==> src/rtl/syn_ram_pkg.sv <==
// Shared definitions for the syn_ram storage primitive.
// Optional build macro: SYN_RAM_PARITY_EN (adds a stored even-parity bit).
package syn_ram_pkg;

  localparam int DEF_DATA_W = 2;
  localparam int DEF_ADDR_W = 4;
  localparam int DEF_DEPTH  = 16;

  // CLEAR sweeps zeros into the array after reset; READY serves the ports.
  typedef enum logic {
    CLEAR = 1'b0,
    READY = 1'b1
  } clr_state_e;

  // Even parity: the returned bit makes the total count of ones even.
  // Callers zero-extend their word to 64 bits, which leaves the result unchanged.
  function automatic logic even_par(input logic [63:0] v);
    return ^v;
  endfunction

endpackage

==> src/rtl/syn_ram_if.sv <==
// Port bundle for syn_ram_dp: write port, read port, output enable and status.
// Optional build macro: SYN_RAM_PARITY_EN (adds par_inj / par_err).
interface syn_ram_if #(
  parameter int DATA_W = syn_ram_pkg::DEF_DATA_W,
  parameter int ADDR_W = syn_ram_pkg::DEF_ADDR_W
);
  logic              we;
  logic [ADDR_W-1:0] waddr;
  logic [DATA_W-1:0] din;
  logic              re;
  logic [ADDR_W-1:0] raddr;
  logic              oe;
  logic [DATA_W-1:0] dout;
  logic              dout_valid;
  logic              init_busy;
`ifdef SYN_RAM_PARITY_EN
  logic              par_inj;
  logic              par_err;

  modport master (
    output we, waddr, din, re, raddr, oe, par_inj,
    input  dout, dout_valid, init_busy, par_err
  );
  modport slave (
    input  we, waddr, din, re, raddr, oe, par_inj,
    output dout, dout_valid, init_busy, par_err
  );
`else
  modport master (
    output we, waddr, din, re, raddr, oe,
    input  dout, dout_valid, init_busy
  );
  modport slave (
    input  we, waddr, din, re, raddr, oe,
    output dout, dout_valid, init_busy
  );
`endif
endinterface

==> src/rtl/syn_ram_clr_ctrl.sv <==
// Post-reset clear sequencer: walks ptr over 0..DEPTH-1 writing zeros,
// holding init_busy high until the last word has been written.
module syn_ram_clr_ctrl
  import syn_ram_pkg::*;
#(
  parameter int ADDR_W = DEF_ADDR_W,
  parameter int DEPTH  = DEF_DEPTH
) (
  input  logic              clk,
  input  logic              rst,
  output logic              init_busy,
  output logic              clr_we,
  output logic [ADDR_W-1:0] clr_addr
);

  localparam logic [ADDR_W-1:0] LAST = ADDR_W'(DEPTH - 1);

  clr_state_e        state_q, state_d;
  logic [ADDR_W-1:0] ptr_q, ptr_d;
  logic              init_busy_q, init_busy_d;

  // Next-state: advance the sweep pointer, leave CLEAR after the last word.
  always_comb begin
    state_d     = state_q;
    ptr_d       = ptr_q;
    init_busy_d = init_busy_q;
    if (state_q == CLEAR) begin
      ptr_d = ptr_q + 1'b1;
      if (ptr_q == LAST) begin
        state_d     = READY;
        init_busy_d = 1'b0;
        ptr_d       = '0;
      end
    end
  end

  // FSM registers; reset restarts the sweep from word 0.
  always_ff @(posedge clk) begin
    if (rst) begin
      state_q     <= CLEAR;
      ptr_q       <= '0;
      init_busy_q <= 1'b1;
    end else begin
      state_q     <= state_d;
      ptr_q       <= ptr_d;
      init_busy_q <= init_busy_d;
    end
  end

  // No clear write on a reset cycle: the sweep only runs with rst low.
  assign clr_we    = (state_q == CLEAR) && !rst;
  assign clr_addr  = ptr_q;
  assign init_busy = init_busy_q;

endmodule

==> src/rtl/syn_ram_dp.sv <==
// Simple dual-port synchronous RAM: one write port, one registered read port,
// single clock, hardware clear sweep after reset, write-first on collision.
// Optional build macro: SYN_RAM_PARITY_EN (stores an even-parity bit per word,
// par_inj flips it on write, par_err flags a mismatch on read).
module syn_ram_dp
  import syn_ram_pkg::*;
#(
  parameter int DATA_W = DEF_DATA_W,
  parameter int ADDR_W = DEF_ADDR_W,
  parameter int DEPTH  = DEF_DEPTH
) (
  input  logic     clk,
  input  logic     rst,
  syn_ram_if.slave bus
);

`ifdef SYN_RAM_PARITY_EN
  localparam int MEM_W = DATA_W + 1;
`else
  localparam int MEM_W = DATA_W;
`endif

  logic [MEM_W-1:0]  mem_q [DEPTH];

  logic              init_busy;
  logic              clr_we;
  logic [ADDR_W-1:0] clr_addr;

  logic              ready;
  logic              port_wr;
  logic              rd_fire;
  logic              rd_in_range;
  logic [MEM_W-1:0]  wr_word;
  logic [MEM_W-1:0]  rd_word;

  logic              mem_we;
  logic [ADDR_W-1:0] mem_waddr;
  logic [MEM_W-1:0]  mem_wdata;

  logic [DATA_W-1:0] dout_q, dout_d;
  logic              dout_valid_q, dout_valid_d;
`ifdef SYN_RAM_PARITY_EN
  logic              par_err_q, par_err_d;
`endif

  syn_ram_clr_ctrl #(
    .ADDR_W (ADDR_W),
    .DEPTH  (DEPTH)
  ) u_clr_ctrl (
    .clk       (clk),
    .rst       (rst),
    .init_busy (init_busy),
    .clr_we    (clr_we),
    .clr_addr  (clr_addr)
  );

  // Ports are live only once the sweep has finished and reset is low.
  assign ready       = !init_busy && !rst;
  assign port_wr     = ready && bus.we && (32'(bus.waddr) < DEPTH);
  assign rd_fire     = ready && bus.re;
  assign rd_in_range = 32'(bus.raddr) < DEPTH;

`ifdef SYN_RAM_PARITY_EN
  assign wr_word = {even_par(64'(bus.din)) ^ bus.par_inj, bus.din};
`else
  assign wr_word = bus.din;
`endif

  // Array write source: the clear sweep and the port are never active together.
  always_comb begin
    mem_we    = 1'b0;
    mem_waddr = '0;
    mem_wdata = '0;
    if (clr_we) begin
      mem_we    = 1'b1;
      mem_waddr = clr_addr;
    end else if (port_wr) begin
      mem_we    = 1'b1;
      mem_waddr = bus.waddr;
      mem_wdata = wr_word;
    end
  end

  // Storage array; contents are not reset, the sweep zeroes them.
  always_ff @(posedge clk) begin
    if (mem_we) mem_q[mem_waddr] <= mem_wdata;
  end

  // Read word: out-of-range reads give 0, a same-edge write to the same word wins.
  always_comb begin
    rd_word = '0;
    if (rd_in_range) begin
      if (port_wr && (bus.waddr == bus.raddr)) rd_word = wr_word;
      else                                     rd_word = mem_q[bus.raddr];
    end
  end

  // Read register next-state: load on a read, otherwise hold dout and drop valid.
  always_comb begin
    dout_d       = dout_q;
    dout_valid_d = rd_fire;
    if (rd_fire) dout_d = rd_word[DATA_W-1:0];
`ifdef SYN_RAM_PARITY_EN
    par_err_d = rd_fire &&
                (rd_word[DATA_W] != even_par(64'(rd_word[DATA_W-1:0])));
`endif
  end

  // Read output registers.
  always_ff @(posedge clk) begin
    if (rst) begin
      dout_q       <= '0;
      dout_valid_q <= 1'b0;
`ifdef SYN_RAM_PARITY_EN
      par_err_q    <= 1'b0;
`endif
    end else begin
      dout_q       <= dout_d;
      dout_valid_q <= dout_valid_d;
`ifdef SYN_RAM_PARITY_EN
      par_err_q    <= par_err_d;
`endif
    end
  end

  // oe only masks the visible data, never the register or the valid flag.
  assign bus.dout       = bus.oe ? dout_q : '0;
  assign bus.dout_valid = dout_valid_q;
  assign bus.init_busy  = init_busy;
`ifdef SYN_RAM_PARITY_EN
  assign bus.par_err    = par_err_q;
`endif

endmodule

==> src/flat_wrapper.sv <==
// flat-port wrapper written by rule: the top's interface ports become plain ports
module syn_ram_dp_flat import syn_ram_pkg::*;
#(
  parameter int DATA_W = DEF_DATA_W,
  parameter int ADDR_W = DEF_ADDR_W,
  parameter int DEPTH  = DEF_DEPTH
)
  (clk, rst, bus_we, bus_waddr, bus_din, bus_re, bus_raddr, bus_oe, bus_dout, bus_dout_valid, bus_init_busy);
  syn_ram_if #(.DATA_W(DATA_W), .ADDR_W(ADDR_W)) bus_i ();
  input  logic clk;
  input  logic rst;
  input wire logic [$bits(bus_i.we)-1:0] bus_we;
  input wire logic [$bits(bus_i.waddr)-1:0] bus_waddr;
  input wire logic [$bits(bus_i.din)-1:0] bus_din;
  input wire logic [$bits(bus_i.re)-1:0] bus_re;
  input wire logic [$bits(bus_i.raddr)-1:0] bus_raddr;
  input wire logic [$bits(bus_i.oe)-1:0] bus_oe;
  output wire logic [$bits(bus_i.dout)-1:0] bus_dout;
  output wire logic [$bits(bus_i.dout_valid)-1:0] bus_dout_valid;
  output wire logic [$bits(bus_i.init_busy)-1:0] bus_init_busy;
  assign bus_i.we = bus_we;
  assign bus_i.waddr = bus_waddr;
  assign bus_i.din = bus_din;
  assign bus_i.re = bus_re;
  assign bus_i.raddr = bus_raddr;
  assign bus_i.oe = bus_oe;
  assign bus_dout = bus_i.dout;
  assign bus_dout_valid = bus_i.dout_valid;
  assign bus_init_busy = bus_i.init_busy;
  syn_ram_dp #(.DATA_W(DATA_W), .ADDR_W(ADDR_W), .DEPTH(DEPTH)) u_core (.clk(clk), .rst(rst), .bus(bus_i));
endmodule
==> config.mk <==
export PLATFORM = sky130hd
export DESIGN_NAME = syn_ram_dp_flat
export DESIGN_NICKNAME = d
export VERILOG_FILES = /design/src/rtl/syn_ram_pkg.sv /design/src/rtl/syn_ram_if.sv /design/src/rtl/syn_ram_clr_ctrl.sv /design/src/rtl/syn_ram_dp.sv /design/src/flat_wrapper.sv
export SDC_FILE = /design/constraint.sdc
export NUM_CORES = 1
export LEC_CHECK = 0
export BUFFER_PORTS_ARGS = -buffer_cell sky130_fd_sc_hd__buf_4
export CAP_MARGIN = 20
export CORE_MARGIN = 8
export CORE_UTILIZATION = 30
export DETAILED_ROUTE_END_ITERATION = 6
export HOLD_SLACK_MARGIN = 0.12
export RECOVER_POWER = 25
export SLEW_MARGIN = 15
export SYNTH_ARGS = -nofsm -noshare
export SYNTH_HDL_FRONTEND = slang
export SYNTH_SLANG_ARGS = --single-unit
==> constraint.sdc <==
create_clock -name clk -period 2.5 [get_ports clk]
set_input_delay 0.75 -clock clk [delete_from_list [all_inputs] [get_ports clk]]
set_output_delay 0.75 -clock clk [all_outputs]
set_load 0.01 [all_outputs]
==> results.json <==
{
  "std_cell_rows": 29,
  "diodes": 0,
  "fin_setup_tns_ns": 0,
  "synth_cells": 142,
  "maxCapViolCount": 0,
  "maxSlewViolCount": 0,
  "grt_overflow": 0,
  "tightest_slew_ns": 0.568,
  "hpwl_mm": 2.72,
  "post-route-min-period_ns": 1.96,
  "cp.buffers_inverters": 0,
  "clk_path_buf_depth": 2,
  "hold_viol": 0,
  "die_area_mm2": 0.00910,
  "cp_data_arrival_time_ns": 1.94,
  "dr_total_vias": 1202,
  "ys_types": 33,
  "ys_seq_area_share_pct": 60.4,
  "rrSetupSlack_ns": 0.54,
  "synth-edff-count": 32,
  "syn2layout_area_growth_pct": 14.0,
  "htree_levels": 2,
  "vdd_drop_max_mv": 0.197,
  "rsz0062_at_grt": "false",
  "cp_data_required_time_ns": 2.48,
  "ys_warn_count": 0,
  "crit_family": "flip-flops",
  "place_congestion": 0.723,
  "ys_ff_latch": 41,
  "drt_iter0_drc": 63,
  "worstSkewPairLatency_ns": 0.29,
  "path_clk_slew_ns": 0.08,
  "drive_gt1_share_pct": 16.0,
  "leakage_nw": 0.669,
  "power.density_mw_per_mm2": 577,
  "drt_pass1_iterations": 4,
  "max_slew_margin_pct": 62.0,
  "cp-endpoint": "u_core.mem_q[0][0]",
  "rr_worst_depth": 4,
  "fin_skew_ns": 0.00556,
  "post_drt_wl_per_cell_um": 15.2,
  "grt_pass1_vias": 1213,
  "end_kind": "flop",
  "ys.flop_type": "edfxtp_1",
  "fmax_mhz": 511,
  "root_buffer": "clkbuf_8",
  "syn-num-nets": 158,
  "outcome": "complete, no violations",
  "critPathMaxFanout": 18,
  "cts_buffers": 5,
  "start_util_pct": 30.5,
  "cp-startpoint": "u_core.u_clr_ctrl.state_q",
  "avgSynthCellArea_um2": 13.3,
  "ctsHoldBuffers": 0,
  "synthArstFlopShare_pct": 0,
  "place.port_buffers": 18,
  "startpoint_type": "flop",
  "grt_max_degree": 19,
  "hold_ws_ns": 0.515,
  "die_h_um": 95.4,
  "nFillCells": 604,
  "io_pins": 19,
  "path_cells": "nand2b_1, a21oi_1, a2111o_1, nor2_1",
  "grt_pass1_wl_mm": 5.89,
  "ant_nets": 0,
  "critPathMaxStageDelay_ns": 0.65,
  "clock-sinks": 41,
  "timing.rr.end": "u_core.mem_q[0][0]",
  "core_area_mm2": 0.00620,
  "antenna_found_initial": 0,
  "r2r-start": "u_core.u_clr_ctrl.state_q",
  "routed_wl_mm": 3.62,
  "cp.depth": 4,
  "cts_setup_buffers": 0,
  "hold_path_class": "flop to flop",
  "die_w_um": 95.4,
  "critical_path_class": "flop to flop",
  "final.period_utilization_pct": 78.3,
  "drt-vias-per-instance": 5.03,
  "synth_area_mm2": 0.00189,
  "crit_path_top_delay_cell": "dfxtp_1",
  "drc_errors": 0,
  "cts_tree": "built",
  "cts_resized": 0,
  "setup_viol": 0,
  "grt_use_total_pct": 8.84,
  "finalNetCount": 177
}
==> layout make-up <==
| class | count | area (um2) | share of cell area [%] |
|---|---|---|---|
| clock buffer | 7 | 76.3 | 3.54 |
| sequential | 41 | 1140 | 53.0 |
| inverter | 1 | 3.75 | 0.174 |
| multi-input combinational | 94 | 706 | 32.8 |
| timing repair buffer | 18 | 128 | 5.92 |
| clock inverter | 1 | 3.75 | 0.174 |
| tap | 77 | 96.3 | 4.47 |
==> stage by stage <==
step | util [%] | instances | setup slack (ns) | cell area, um2 | total power, mW
finish | 34.7 | 239 | 0.543 | 2150 | 1.24
floorplan | - | 142 | 0.631 | 1890 | 0.816
global placement | 33.6 | 231 | 0.415 | 2090 | 0.848
detailed placement | 33.6 | 231 | 0.406 | 2090 | 0.849
global route | 34.7 | 239 | 0.428 | 2150 | 1.29
CTS | 34.9 | 239 | 0.568 | 2170 | 1.26
==> kinds of logic (layout without fill, tap and decap cells) <==
| kind of cell | count (synthesis) | in the layout | share of synthesized area, % |
|---|---|---|---|
| simple gates | 59 | 59 | 16.5 |
| buf+inv | 7 | 27 | 2.05 |
| compound gates | 20 | 20 | 7.21 |
| fa+ha+maj | 1 | 1 | 0.662 |
| xor+xnor | 5 | 5 | 2.32 |
| flops | 41 | 41 | 60.4 |
| mux | 9 | 9 | 10.9 |
==> synthesized netlist by cell type (all sizes together), types with 2 or more instances <==
| cell type | number | area share (%) |
|---|---|---|
| a21oi | 6 | 1.6 |
| nand3 | 3 | 0.79 |
| xor2 | 4 | 1.9 |
| and3 | 4 | 1.3 |
| dfxtp | 9 | 9.5 |
| a22oi | 2 | 0.79 |
| nand2b | 8 | 2.6 |
| edfxtp | 32 | 51 |
| buf | 6 | 1.9 |
| nor3 | 2 | 0.53 |
| mux4 | 8 | 10 |
| nor2b | 4 | 1.3 |
| and2 | 2 | 0.66 |
| nor2 | 21 | 4.2 |
| nand2 | 7 | 1.4 |
| nor3b | 4 | 1.9 |
| a21o | 3 | 1.2 |
| nand4b | 4 | 1.9 |
| o21ai | 3 | 0.79 |
| a41oi | 2 | 0.93 |
==> state kept, by name, indices dropped and copies added (netlist names) <==
| name | count |
|---|---|
| u_core.u_clr_ctrl.init_busy | 1 |
| u_core.mem_q | 32 |
| u_core.bus.dout_valid | 1 |
| u_core.dout_q | 2 |
| u_core.u_clr_ctrl.clr_addr | 4 |
| u_core.u_clr_ctrl.state_q | 1 |
==> worst min path at each step <==
stage	depth (start not counted)	slack [ns]	to	startpoint
floorplan	1	0.47	u_core.u_clr_ctrl.clr_addr[3]	u_core.u_clr_ctrl.clr_addr[3]
global placement	1	0.51	u_core.u_clr_ctrl.clr_addr[3]	u_core.u_clr_ctrl.clr_addr[3]
detailed placement	1	0.51	u_core.u_clr_ctrl.clr_addr[3]	u_core.u_clr_ctrl.clr_addr[3]
CTS	1	0.52	u_core.u_clr_ctrl.clr_addr[3]	u_core.u_clr_ctrl.clr_addr[3]
global route	1	0.54	u_core.u_clr_ctrl.clr_addr[3]	u_core.u_clr_ctrl.clr_addr[3]
finish	1	0.51	u_core.u_clr_ctrl.clr_addr[3]	u_core.u_clr_ctrl.clr_addr[3]
==> worst register-to-register path, cell delays in order, from the launching register on <==
cell and delay [ns]:
dfxtp_1 0.65, nand2b_1 0.17, a21oi_1 0.10, a2111o_1 0.48
nor2_1 0.24
==> layout by cell type, fill, tap and decap left out, drive strengths merged, types with 6 or more instances in the layout <==
cell type,count
nor2,21
edfxtp,32
mux4,8
clkbuf,9
nand2,7
buf,16
a21oi,6
dfxtp,9
nand2b,8
==> metal layers <==
metal | wire length, um | track usage [%] | vias up
met4 | 117 | 6.02 | 0
met1 | 1580 | 10.0 | 580
met3 | 266 | 3.62 | 10
met5 | 0 | 0 | -
li1 | - | - | 576
met2 | 1660 | 13.4 | 36
==> report_power, final <==
group / switching [mW] / internal [mW] / leakage [nW]
clock network: 0.216 / 0.194 / 0.0399
logic: 0.0464 / 0.0438 / 0.311
registers: 0.00656 / 0.735 / 0.318
No activity file was read; power rests on OpenSTA's default activity.
